`src/rtl/nba_commit_scheduler.sv`:
```
// Circular {addr,data} queue with occupancy count for deferred register writes.
// Latency: an entry pushed at edge E is at the head from E+1 onward.
// Backpressure: push_rdy=0 when full; a push while full is dropped even if that cycle pops.
module nba_fifo #(
    parameter int W     = 8,
    parameter int DEPTH = 4,
    parameter int CW    = $clog2(DEPTH + 1)
) (
    input  logic          clk,
    input  logic          rst,
    input  logic          push_vld,
    output logic          push_rdy,
    input  logic [W-1:0]  push_dat,
    output logic          pop_vld,
    input  logic          pop_rdy,
    output logic [W-1:0]  pop_dat,
    output logic [CW-1:0] count
);
    localparam int PW = (DEPTH > 1) ? $clog2(DEPTH) : 1;
    localparam logic [CW-1:0] FULL_CNT = CW'(DEPTH);
    localparam logic [PW-1:0] LAST_PTR = PW'(DEPTH - 1);

    logic [W-1:0]  mem [DEPTH];
    logic [PW-1:0] head;
    logic [PW-1:0] tail;
    logic          do_push;
    logic          do_pop;

    // Ready depends only on the registered count, never on a same-cycle pop.
    assign push_rdy = (count != FULL_CNT);
    assign pop_vld  = (count != '0);
    assign pop_dat  = mem[head];
    assign do_push  = push_vld && push_rdy;
    assign do_pop   = pop_rdy && pop_vld;

    always_ff @(posedge clk) begin
        if (rst) begin
            head  <= '0;
            tail  <= '0;
            count <= '0;
        end else begin
            if (do_push) begin
                tail <= (tail == LAST_PTR) ? '0 : tail + PW'(1);
            end
            if (do_pop) begin
                head <= (head == LAST_PTR) ? '0 : head + PW'(1);
            end
            if (do_push && !do_pop) begin
                count <= count + CW'(1);
            end else if (do_pop && !do_push) begin
                count <= count - CW'(1);
            end
        end
    end

    always_ff @(posedge clk) begin
        if (!rst && do_push) begin
            mem[tail] <= push_dat;
        end
    end
endmodule

// Commits immediate and deferred writes to a small register file, one commit per cycle.
// Latency: immediate write commits on acceptance; deferred commits >=1 cycle after enqueue; upd one cycle after commit.
// Backpressure: blk_ready is the same-cycle grant; nba_ready drops while the deferred queue is full.
module nba_commit_scheduler #(
    parameter int WIDTH = 8,
    parameter int REGS  = 4,
    parameter int DEPTH = 4,
    parameter int AW    = $clog2(REGS),
    parameter int CW    = $clog2(DEPTH + 1)
) (
    input  logic             clk,
    input  logic             rst,
    input  logic             nba_first,
    input  logic             blk_valid,
    output logic             blk_ready,
    input  logic [AW-1:0]    blk_addr,
    input  logic [WIDTH-1:0] blk_data,
    input  logic             nba_valid,
    output logic             nba_ready,
    input  logic [AW-1:0]    nba_addr,
    input  logic [WIDTH-1:0] nba_data,
    input  logic [AW-1:0]    rd_addr,
    output logic [WIDTH-1:0] rd_data,
    output logic             upd_valid,
    output logic [AW-1:0]    upd_addr,
    output logic [WIDTH-1:0] upd_data,
    output logic [CW-1:0]    nba_count
);
    typedef struct packed {
        logic [AW-1:0]    addr;
        logic [WIDTH-1:0] data;
    } nba_ent_t;

    typedef enum logic {
        LAST_BLK = 1'b0,
        LAST_NBA = 1'b1
    } last_t;

    last_t            last_q;
    last_t            last_nxt;
    nba_ent_t         enq_ent;
    nba_ent_t         head_ent;
    logic             nba_pend;
    logic             blk_win;
    logic             nba_win;
    logic             commit;
    logic             changed;
    logic [AW-1:0]    cmt_addr;
    logic [WIDTH-1:0] cmt_data;
    logic [WIDTH-1:0] regs [REGS];

    assign enq_ent = '{addr: nba_addr, data: nba_data};

    nba_fifo #(
        .W     ($bits(nba_ent_t)),
        .DEPTH (DEPTH),
        .CW    (CW)
    ) u_fifo (
        .clk      (clk),
        .rst      (rst),
        .push_vld (nba_valid),
        .push_rdy (nba_ready),
        .push_dat (enq_ent),
        .pop_vld  (nba_pend),
        .pop_rdy  (nba_win),
        .pop_dat  (head_ent),
        .count    (nba_count)
    );

    always_ff @(posedge clk) begin
        if (rst) begin
            last_q <= LAST_NBA;
        end else begin
            last_q <= last_nxt;
        end
    end

    // Reset state LAST_NBA hands the first fair-mode tie to the immediate class.
    always_comb begin
        blk_win  = 1'b0;
        nba_win  = 1'b0;
        last_nxt = last_q;
        if (nba_first) begin
            nba_win = nba_pend;
            blk_win = blk_valid && !nba_pend;
        end else if (blk_valid && nba_pend) begin
            blk_win = (last_q == LAST_NBA);
            nba_win = (last_q == LAST_BLK);
        end else begin
            blk_win = blk_valid;
            nba_win = nba_pend;
        end
        if (blk_win) begin
            last_nxt = LAST_BLK;
        end else if (nba_win) begin
            last_nxt = LAST_NBA;
        end
    end

    assign blk_ready = blk_win;
    assign commit    = blk_win || nba_win;
    assign cmt_addr  = blk_win ? blk_addr : head_ent.addr;
    assign cmt_data  = blk_win ? blk_data : head_ent.data;
    assign changed   = commit && (regs[cmt_addr] != cmt_data);
    assign rd_data   = regs[rd_addr];

    always_ff @(posedge clk) begin
        if (rst) begin
            for (int i = 0; i < REGS; i++) begin
                regs[i] <= '0;
            end
            upd_valid <= 1'b0;
            upd_addr  <= '0;
            upd_data  <= '0;
        end else begin
            if (commit) begin
                regs[cmt_addr] <= cmt_data;
            end
            upd_valid <= changed;
            if (changed) begin
                upd_addr <= cmt_addr;
                upd_data <= cmt_data;
            end
        end
    end
endmodule

```
`config.mk`:
```
export PLATFORM = sky130hd
export DESIGN_NAME = nba_commit_scheduler
export DESIGN_NICKNAME = d
export VERILOG_FILES = /design/src/rtl/nba_commit_scheduler.sv
export SDC_FILE = /design/constraint.sdc
export NUM_CORES = 1
export LEC_CHECK = 0
export ABC_AREA = 1
export CAP_MARGIN = 20
export CELL_PAD_IN_SITES_DETAIL_PLACEMENT = 0
export CELL_PAD_IN_SITES_GLOBAL_PLACEMENT = 1
export CORE_ASPECT_RATIO = 0.7
export CORE_MARGIN = 5
export CORE_UTILIZATION = 43
export CTS_BUF_LIST = sky130_fd_sc_hd__clkbuf_16
export DETAILED_ROUTE_END_ITERATION = 6
export PLACE_DENSITY_LB_ADDON = 0.3
export SYNTH_ARGS = -nofsm -noshare
export SYNTH_HDL_FRONTEND = slang
export SYNTH_SLANG_ARGS = --single-unit
```
`constraint.sdc`:
```
create_clock -name clk -period 3.22 [get_ports clk]
set_clock_uncertainty 0.05 [all_clocks]
set_input_delay 0.322 -clock clk [delete_from_list [all_inputs] [get_ports clk]]
set_output_delay 0.322 -clock clk [all_outputs]
set_load 0.01 [all_outputs]
```
==> results of run 1 <==
==> flip-flops by register name, indices dropped and copies added (netlist names), named ones only <==
name / count
last_q: 1
u_fifo.count: 3
u_fifo.mem: 40
u_fifo.head: 2
upd_data: 8
regs: 32
u_fifo.tail: 2
upd_addr: 2
upd_valid: 1
==> synthesized netlist by cell type <==
| library cell | n |
|---|---|
| clkbuf_1 | 7 |
| o31ai_1 | 1 |
| xor2_1 | 1 |
| nand2_4 | 2 |
| o22ai_1 | 6 |
| a21oi_1 | 21 |
| o211a_1 | 1 |
| dfxtp_1 | 21 |
| inv_1 | 41 |
| o21ai_1 | 3 |
| o21ai_2 | 3 |
| o21bai_2 | 1 |
| o21a_1 | 2 |
| nand2_1 | 108 |
| clkinv_1 | 1 |
| buf_4 | 4 |
| nand3_2 | 4 |
| nor2_1 | 96 |
| nand3b_1 | 4 |
| o211ai_1 | 1 |
| fa_1 | 1 |
| edfxtp_1 | 72 |
| a31oi_1 | 1 |
| o21ai_0 | 32 |
| buf_6 | 3 |
| nand3_1 | 53 |
| inv_2 | 3 |
| nand2_2 | 7 |
| nor2_2 | 2 |
| o21bai_1 | 1 |
| buf_2 | 7 |
| buf_1 | 1 |
| ha_1 | 6 |
==> final cells by class <==
| cell class | count | area [um2] |
|---|---|---|
| repair buffers | 73 | 673 |
| fillers | 904 | 4770 |
| clock buffers | 9 | 225 |
| flip-flops and latches | 93 | 2580 |
| multi-input cells | 357 | 1690 |
| clock inverters | 7 | 81.3 |
| inverters | 45 | 169 |
| well taps | 132 | 165 |
==> final timing paths <==
| kind | to | slack [ns] | cells past startpoint |
|---|---|---|---|
| worst max register to register | upd_data[4] | 0.55 | 17 |
| worst max-delay path | upd_data[4] | 0.51 | 17 |
| worst min-delay path | upd_data[7] | 0.43 | 2 |
| worst min register to register | upd_data[7] | 0.43 | 2 |
==> layer usage <==
| layer | vias up | GRT usage (%) |
|---|---|---|
| met3 | 17 | 6.01 |
| met4 | 0 | 4.45 |
| met1 | 1749 | 26.9 |
| met2 | 164 | 28.0 |
| li1 | 1841 | - |
| met5 | - | 0 |
==> through the flow <==
step	util [%]	power, uW
5_1_grt	54.0	5470
2_1_floorplan	-	3250
4_1_cts	54.0	5120
3_3_place_gp	51.0	4010
3_5_place_dp	51.0	4020
6_report	54.0	5110
==> logic make-up after synthesis <==
group	Yosys count	share of synthesized area, %
AO/OA/AOI/OAI	73	8.95
XOR/XNOR	1	0.192
adder cells (fa/ha/maj)	7	2.08
buffers and inverters	67	6.51
flip-flops	93	56.5
AND/OR/NAND/NOR	276	25.8
==> power by group through the flow <==
| stage | Clock (uW) | Combinational, uW | Sequential (uW) |
|---|---|---|---|
| after floorplan | 0 | 1500 | 1760 |
| after global placement | 0 | 2250 | 1750 |
| after detailed placement | 0 | 2270 | 1750 |
| after CTS | 1100 | 2290 | 1730 |
| after global routing | 1150 | 2550 | 1760 |
| final | 1080 | 2300 | 1730 |
==> critical path: stages <==
cell	delay, ns
clkdlybuf4s50_1	0.60
nand3_2	0.15
nand2_4	0.13
nand2_4	0.16
nand2_2	0.12
nand2_2	0.28
nand2_1	0.15
nand3_1	0.10
nand2_1	0.07
nand2_1	0.04
nand2_1	0.09
nand2_1	0.07
nor2_2	0.13
nand2_2	0.10
buf_4	0.18
a21oi_1	0.12
nor2_1	0.06
==> results.yml, run 1 <==
die:
  coreArea_mm2: 0.0104
  die_w_um: 133
  num_rows: 31
  start_util_pct: 44.2
  die_area_mm2: 0.0128
  die_y_um: 96.3
  ioPinCount: 51
drt:
  met3_length_mm: 1.04
  wl_met1_mm: 5.57
  antenna_left: 0
  vias_per_cell: 5.27
  dr.pass1.iters: 5
  top_layer: "met4"
  post_drt_wl_per_cell_um: 16.1
  drcViolationCount: 0
  wl_met2_mm: 4.82
  routed_wl_mm: 11.6
  drtIter0Drc: 369
  num_vias: 3771
layout:
  n_antenna_cell: 0
  layout_commonest_cell: "nand2_1"
  design_area_mm2: 0.00559
  layout.nets: 613
  syn_to_final_growth_pct: 22.2
  fin_cells: 716
  final_cell_mix: "nand2_1 (108), nor2_1 (96), edfxtp_1 (72)"
  drive_above_1_share_pct: 10.4
synthesis:
  synth.distinct_cells: 33
  ys_seq_area_share_pct: 56.5
  ys_ff_latch: 93
  synth_nets: 551
  syn_avg_cell_area_um2: 8.85
  synth_top_area_share_pct: 47.3
  synth.largest_area_cell: "edfxtp_1"
  synth_cells: 517
  yosys_warnings: 0
  syn_area_mm2: 0.00457
  ys_top_cells_by_area: "edfxtp_1 (47%), dfxtp_1 (9.2%), nand2_1 (8.9%)"
min_path:
  hp-class: "flop to flop"
  hp-start: "upd_data[7]"
clocking:
  cts.path.max_buffers: 2
  cts_hold_buf: 0
  cts_made_buffers: 9
  cts.sink_count: 93
  clk_pin_slew_ns: 0.06
  ctsResizeCount: 0
  htreeDepth: 3
  cts_tree: "built"
  clock_latency_ns: 0.34
  clock-root-buffer: "clkbuf_16"
  post_cts_buffers: 0
pwr:
  switching_share_pct: 40.5
  seq_power_share_pct: 33.9
  power_density_mw_per_mm2: 915
  peakVddDrop_mv: 0.506
  p_switching_uw: 2070
  internal_power_uw: 3040
  pwr-share-comb_pct: 44.9
  p_leak_uw: 0.00231
  clkPwrFrac_pct: 21.2
sta:
  holdWs_ns: 0.435
  maxSlewViolCount: 0
  final.setup.worst_slack_ns: 0.505
  worst_pin_slew_ns: 0.751
  slew_headroom_pct: 49.8
  tns_ns: 0
  min_period_ns: 2.71
  setup_violations: 0
  fmax_ghz: 0.368
  period_share_pct: 84.3
  rsz0062_at_grt: "false"
  hold_viol_final: 0
placement:
  pre_cts_slack_ns: 0.193
  placed_cells: 700
  io_buffers: 50
  gp_congestion: 0.813
  dpl_cell_area_mm2: 0.00528
  dpl.hpwl_mm: 7.98
setup_path:
  critPathArrivalTime_ns: 2.90
  worstPathRequired_ns: 3.40
  start_kind: "primary input"
  crit_type: "primary input to flop"
  critPathCaptureType: "flop"
  startpoint: "blk_valid"
  r2r-start: "u_fifo.count[0]"
  crit_fanout: 22
grt:
  grt_pass1_vias: 3482
  grtUsageTotal_pct: 18.8
  grt_max_degree: 23
  grt.overflow.total: 0
  antenna_found_initial: 0
  grt_first_pass_wirelength_mm: 18.5
outcome:
  outcome: "complete, no violations"
flow_run:
  max-cap-violations: 0
Note: power is estimated with default switching activity, not from simulation.
==> inputs of run 2 (changes only) <==
CORE_UTILIZATION = 39   (was 43)
clock period = 2.2 ns   (was 3.22 ns; I/O delays follow)
==> run 2 against run 1 <==
  * The flow now finishes with violations (negative setup slack)
  * Power up 71%
  * Die area up 9.3%
  * Worst hold slack better by 0.016 ns
  * Clock power up 34%
  * Flip-flop and latch count unchanged
  * Cell area up 15%
  * Final cell count up 12%
  * Critical path type is now flop to flop
  * Critical endpoint is now upd_data[7]
==> results.yml, run 2 (synthesis results as in run 1) <==
sta:
  rsz0062_at_grt: "true"
  hold_viol_final: 0
  maxSlewViolCount: 0
  worst_pin_slew_ns: 0.294
  holdWs_ns: 0.450
  min_period_ns: 2.25
  final.setup.worst_slack_ns: -0.0452
  fmax_ghz: 0.445
  period_share_pct: 102
  setup_violations: 5
  slew_headroom_pct: 80.4
flow_run:
  max-cap-violations: 0
layout:
  layout.nets: 671
  regMostFlops: "u_fifo.mem"
  reg_top3: "u_fifo.mem x40, regs x32, upd_data x8"
  largest_reg_flops: 40
  fin_util_pct: 55.6
  syn_to_final_growth_pct: 41.0
  fillers: 984
  design_area_mm2: 0.00645
  final_cell_mix: "nand2_1 (96), nor2_1 (94), edfxtp_1 (72)"
  layout_commonest_cell: "nand2_1"
  register_area_mm2: 0.00259
  drive_above_1_share_pct: 26.5
  multiInputGateArea_mm2: 0.00196
  n_antenna_cell: 0
drt:
  drcViolationCount: 0
  routed_wl_mm: 12.4
  wl_met2_mm: 5.53
  drtIter0Drc: 216
  vias_per_cell: 4.92
  dr.pass1.iters: 5
  post_drt_wl_per_cell_um: 15.5
  num_vias: 3930
  met3_length_um: 775
  antenna_left: 0
  top_layer: "met4"
  wl_met1_mm: 5.94
placement:
  pre_cts_slack_ns: -0.499
  io_buffers: 50
  gp_congestion: 0.849
  dpl.hpwl_mm: 8.72
  dpl_cell_area_mm2: 0.00573
setup_path:
  crit_fanout: 6
  critPathArrivalTime_ns: 2.42
  start_kind: "flop"
  rr_endpoint: "upd_data[7]"
  critPathCaptureType: "flop"
  crit_type: "flop to flop"
  rr_worst_depth: 16
  r2r-start: "last_q"
  r2r_slack_ns: -0.05
  worstPathRequired_ns: 2.38
min_path:
  hp-class: "flop to flop"
  min_to: "upd_data[2]"
  min_path_cells: 2
  hp-start: "upd_data[2]"
die:
  die_y_um: 101
  die_area_mm2: 0.0140
  die_w_um: 139
  ioPinCount: 51
  start_util_pct: 39.4
  num_rows: 33
  coreArea_mm2: 0.0116
grt:
  grtUsageTotal_pct: 17.8
  antenna_found_initial: 0
  grt.overflow.total: 0
  grt_pass1_vias: 3859
  grt_max_degree: 16
  grt_first_pass_wirelength_mm: 19.7
pwr:
  power_density_mw_per_mm2: 1360
  p_leak_uw: 0.00274
  peakVddDrop_mv: 0.675
clocking:
  clk_pin_slew_ns: 0.06
  cts.sink_count: 93
  cts_tree: "built"
  cts_made_buffers: 9
  cts.path.max_buffers: 2
  clock_latency_ns: 0.33
  htreeDepth: 3
  clock-root-buffer: "clkbuf_16"
  cts_hold_buf: 0
outcome:
  violations: "negative setup slack"
  outcome: "finished, violations left"
-- run 2: cell types whose count changed in the layout (fill, tap and decap cells not counted), moves of 7 or more --
cell	previous run	this run
buf_4	23	66
nand3_1	53	31
buf_12	0	7
nand2_1	108	96
nand3_2	4	25
-- run 2: worst max-delay path: stages (launching register included) --
cell and delay, ns:
dfxtp_1 0.40, nand3_4 0.12, nand2_4 0.10, nand2_4 0.07
buf_12 0.14, o21ai_4 0.15, buf_6 0.17, nand3_2 0.11
nand2_1 0.07, nand2_1 0.04, nand2_1 0.05, nand2_1 0.06
nor2_2 0.14, nand2_4 0.11, buf_12 0.16, a21oi_2 0.13
nor2_1 0.06
-- run 2: what timing repair did --
action / CTS / global route
endpoints found under the setup margin: 12 / 26
resized for setup: 48 / 32
pin swaps: 22 / 21
setup buffers: 5 / 3
cloned: 3 / 2
-- run 2: power breakdown --
group | leakage [uW] | internal, uW | switching (uW)
Combinational | 0.00172 | 2130 | 2550
Sequential | 0.000874 | 2350 | 267
Clock | 0.000143 | 863 | 589
Total | 0.00274 | 5340 | 3400
-- run 2: final cells by class --
class                      instances  share of cell area (%)
timing repair inverter             1                  0.0776
timing repair buffer             129                    19.2
clock inverter                     7                   0.912
clock buffer                       9                    3.49
tap                              157                    3.05
sequential                        93                    40.2
multi-input combinational        358                    30.3
inverter                          45                    2.76
-- run 2: through the flow --
| stage | TNS [ns] | instances | total power, uW |
|---|---|---|---|
| floorplan | 0 | 517 | 4770 |
| global placement | -8.02 | 770 | 6530 |
| detailed placement | -11.59 | 770 | 6550 |
| CTS | -0.0722 | 794 | 8490 |
| global route | -1.41 | 799 | 9320 |
| finish | -0.0757 | 799 | 8750 |
-- run 2: how the worst max path moves through the flow --
stage / start / endpoint / slack, ns / cells past startpoint
floorplan: u_fifo.count[0] / regs[0][0] / 0.05 / 10
global placement: blk_valid / upd_addr[1] / -0.44 / 19
detailed placement: blk_valid / upd_data[6] / -0.50 / 18
CTS: u_fifo.count[1] / upd_data[7] / -0.02 / 18
global route: flop / upd_data[7] / -0.17 / 18
finish: last_q / upd_data[7] / -0.05 / 16
-- run 2: layer usage --
metal	GRT usage [%]	up-vias
li1	-	1963
met1	25.7	1829
met2	27.0	124
met3	4.03	14
met4	4.96	0
met5	0	-
==> inputs of run 3 (changes only) <==
CORE_UTILIZATION = 40   (was 39)
RECOVER_POWER = 100   (was not set)
clock period = 2.5 ns   (was 2.2 ns; I/O delays follow)
==> run 3 against run 2 <==
  * The run now ends clean
  * Worst hold slack got worse by 0.018 ns
  * Critical endpoint is now rd_data[0]
  * Critical path type is now primary input to output port
  * Highest routed layer unchanged
  * Clock-buffer cell count unchanged
  * Setup slack improved by 0.19 ns
==> results.yml, run 3 (synthesis results as in run 1) <==
pwr:
  p_switching_uw: 2670
  p_leak_uw: 0.00247
  power_density_mw_per_mm2: 1180
  peakVddDrop_mv: 0.602
  pwr-share-comb_pct: 47.2
  clkPwrFrac_pct: 20.2
  seq_power_share_pct: 32.7
  internal_power_uw: 4240
  switching_share_pct: 38.6
drt:
  antenna_left: 0
  routed_wl_mm: 11.6
  drtIter0Drc: 309
  num_vias: 3786
  vias_per_cell: 4.96
  drcViolationCount: 0
  post_drt_wl_per_cell_um: 15.2
  dr.pass1.iters: 6
grt:
  grt_max_degree: 21
  grt_pass1_vias: 3515
  grt.overflow.total: 0
  grt_first_pass_wirelength_mm: 18.3
  grtUsageTotal_pct: 17.4
  antenna_found_initial: 0
sta:
  fmax_ghz: 0.425
  holdWs_ns: 0.432
  slew_headroom_pct: 50.3
  setup_violations: 0
  worst_pin_slew_ns: 0.746
  maxSlewViolCount: 0
  period_share_pct: 94.1
  min_period_ns: 2.35
  rsz0062_at_grt: "false"
  hold_viol_final: 0
layout:
  layout.nets: 641
  reg_top3: "u_fifo.mem x40, regs x32, upd_data x8"
  drive_above_1_share_pct: 13.1
  fillers: 1060
  layout_commonest_cell: "nand2_1"
  final_cell_mix: "nand2_1 (108), nor2_1 (95), edfxtp_1 (72)"
  design_area_mm2: 0.00585
  fin_cells: 764
  regMostFlops: "u_fifo.mem"
  syn_to_final_growth_pct: 28.0
  n_antenna_cell: 0
  largest_reg_flops: 40
clocking:
  cts_made_buffers: 9
  cts.sink_count: 93
  cts_tree: "built"
  clock-root-buffer: "clkbuf_16"
  post_cts_buffers: 0
  clock_latency_ns: 0.34
  clk_pin_slew_ns: 0.06
  htreeDepth: 3
  cts.path.max_buffers: 2
min_path:
  hp-class: "flop to flop"
die:
  die_area_mm2: 0.0137
  num_rows: 32
  ioPinCount: 51
  die_y_um: 99.5
  die_w_um: 138
  start_util_pct: 41.2
  coreArea_mm2: 0.0111
setup_path:
  start_kind: "primary input"
  critPathCaptureType: "output port"
  worstPathRequired_ns: 2.20
  critPathArrivalTime_ns: 2.05
  crit_fanout: 12
  crit_type: "primary input to output port"
placement:
  placed_cells: 748
  gp_congestion: 0.837
  dpl.hpwl_mm: 8.60
  io_buffers: 50
  dpl_cell_area_mm2: 0.00557
flow_run:
  max-cap-violations: 0
outcome:
  outcome: "complete, no violations"
[run 3: final timing paths]
check                    from          end  slack (ns)  cells past startpoint
setup / recovery   rd_addr[1]   rd_data[0]        0.15                      5
setup reg to reg         flop   regs[3][2]        0.18                     10
hold reg to reg   upd_addr[0]  upd_addr[0]        0.43                      2
hold / removal    upd_addr[0]  upd_addr[0]        0.43                      2
[run 3: routing by layer]
layer  wire [um]  vias up  GRT usage [%]
met3         556       12           3.84
met2        4940       91           25.1
met5           0        -              0
li1            -     1895              -
met4         120        0           4.48
met1        5990     1788           26.5
[run 3: area by class of cell]
type	count	area (um2)	area share, %
tap	153	191	3.27
clock inverter	6	80.1	1.37
multi-input combinational	357	1720	29.4
inverter	45	169	2.89
timing repair buffer	101	883	15.1
clock buffer	9	225	3.85
sequential	93	2590	44.2
[run 3: worst max-delay path, stage by stage]
cell	delay, ns
dlygate4sd3_1	0.61
inv_1	0.31
o21ai_0	0.15
o22ai_1	0.16
clkdlybuf4s50_1	0.56
[run 3: through the flow]
| step | util (%) | TNS (ns) | setup WS, ns | total power (uW) |
|---|---|---|---|---|
| after floorplan | - | 0 | 0.213 | 4190 |
| after CTS | 53.0 | 0 | 0.0617 | 6960 |
| after global routing | 52.8 | 0 | 0.00363 | 7430 |
| after detailed placement | 50.3 | -1.47 | -0.162 | 5550 |
| after global placement | 50.3 | -1.12 | -0.116 | 5500 |
| final | 52.8 | 0 | 0.148 | 6910 |
[run 3: power groups by stage]
stage,Combinational (uW),Sequential (uW),Clock [uW]
after floorplan,1930,2260,0
after global placement,3220,2280,0
after detailed placement,3270,2280,0
after CTS,3280,2250,1430
after global routing,3650,2290,1490
final,3260,2260,1390
[run 3: what timing repair did]
item | CTS | global route
gates resized for setup | 0 | 10
hold buffers | 0 | 0
endpoints found under the setup margin | 0 | 11
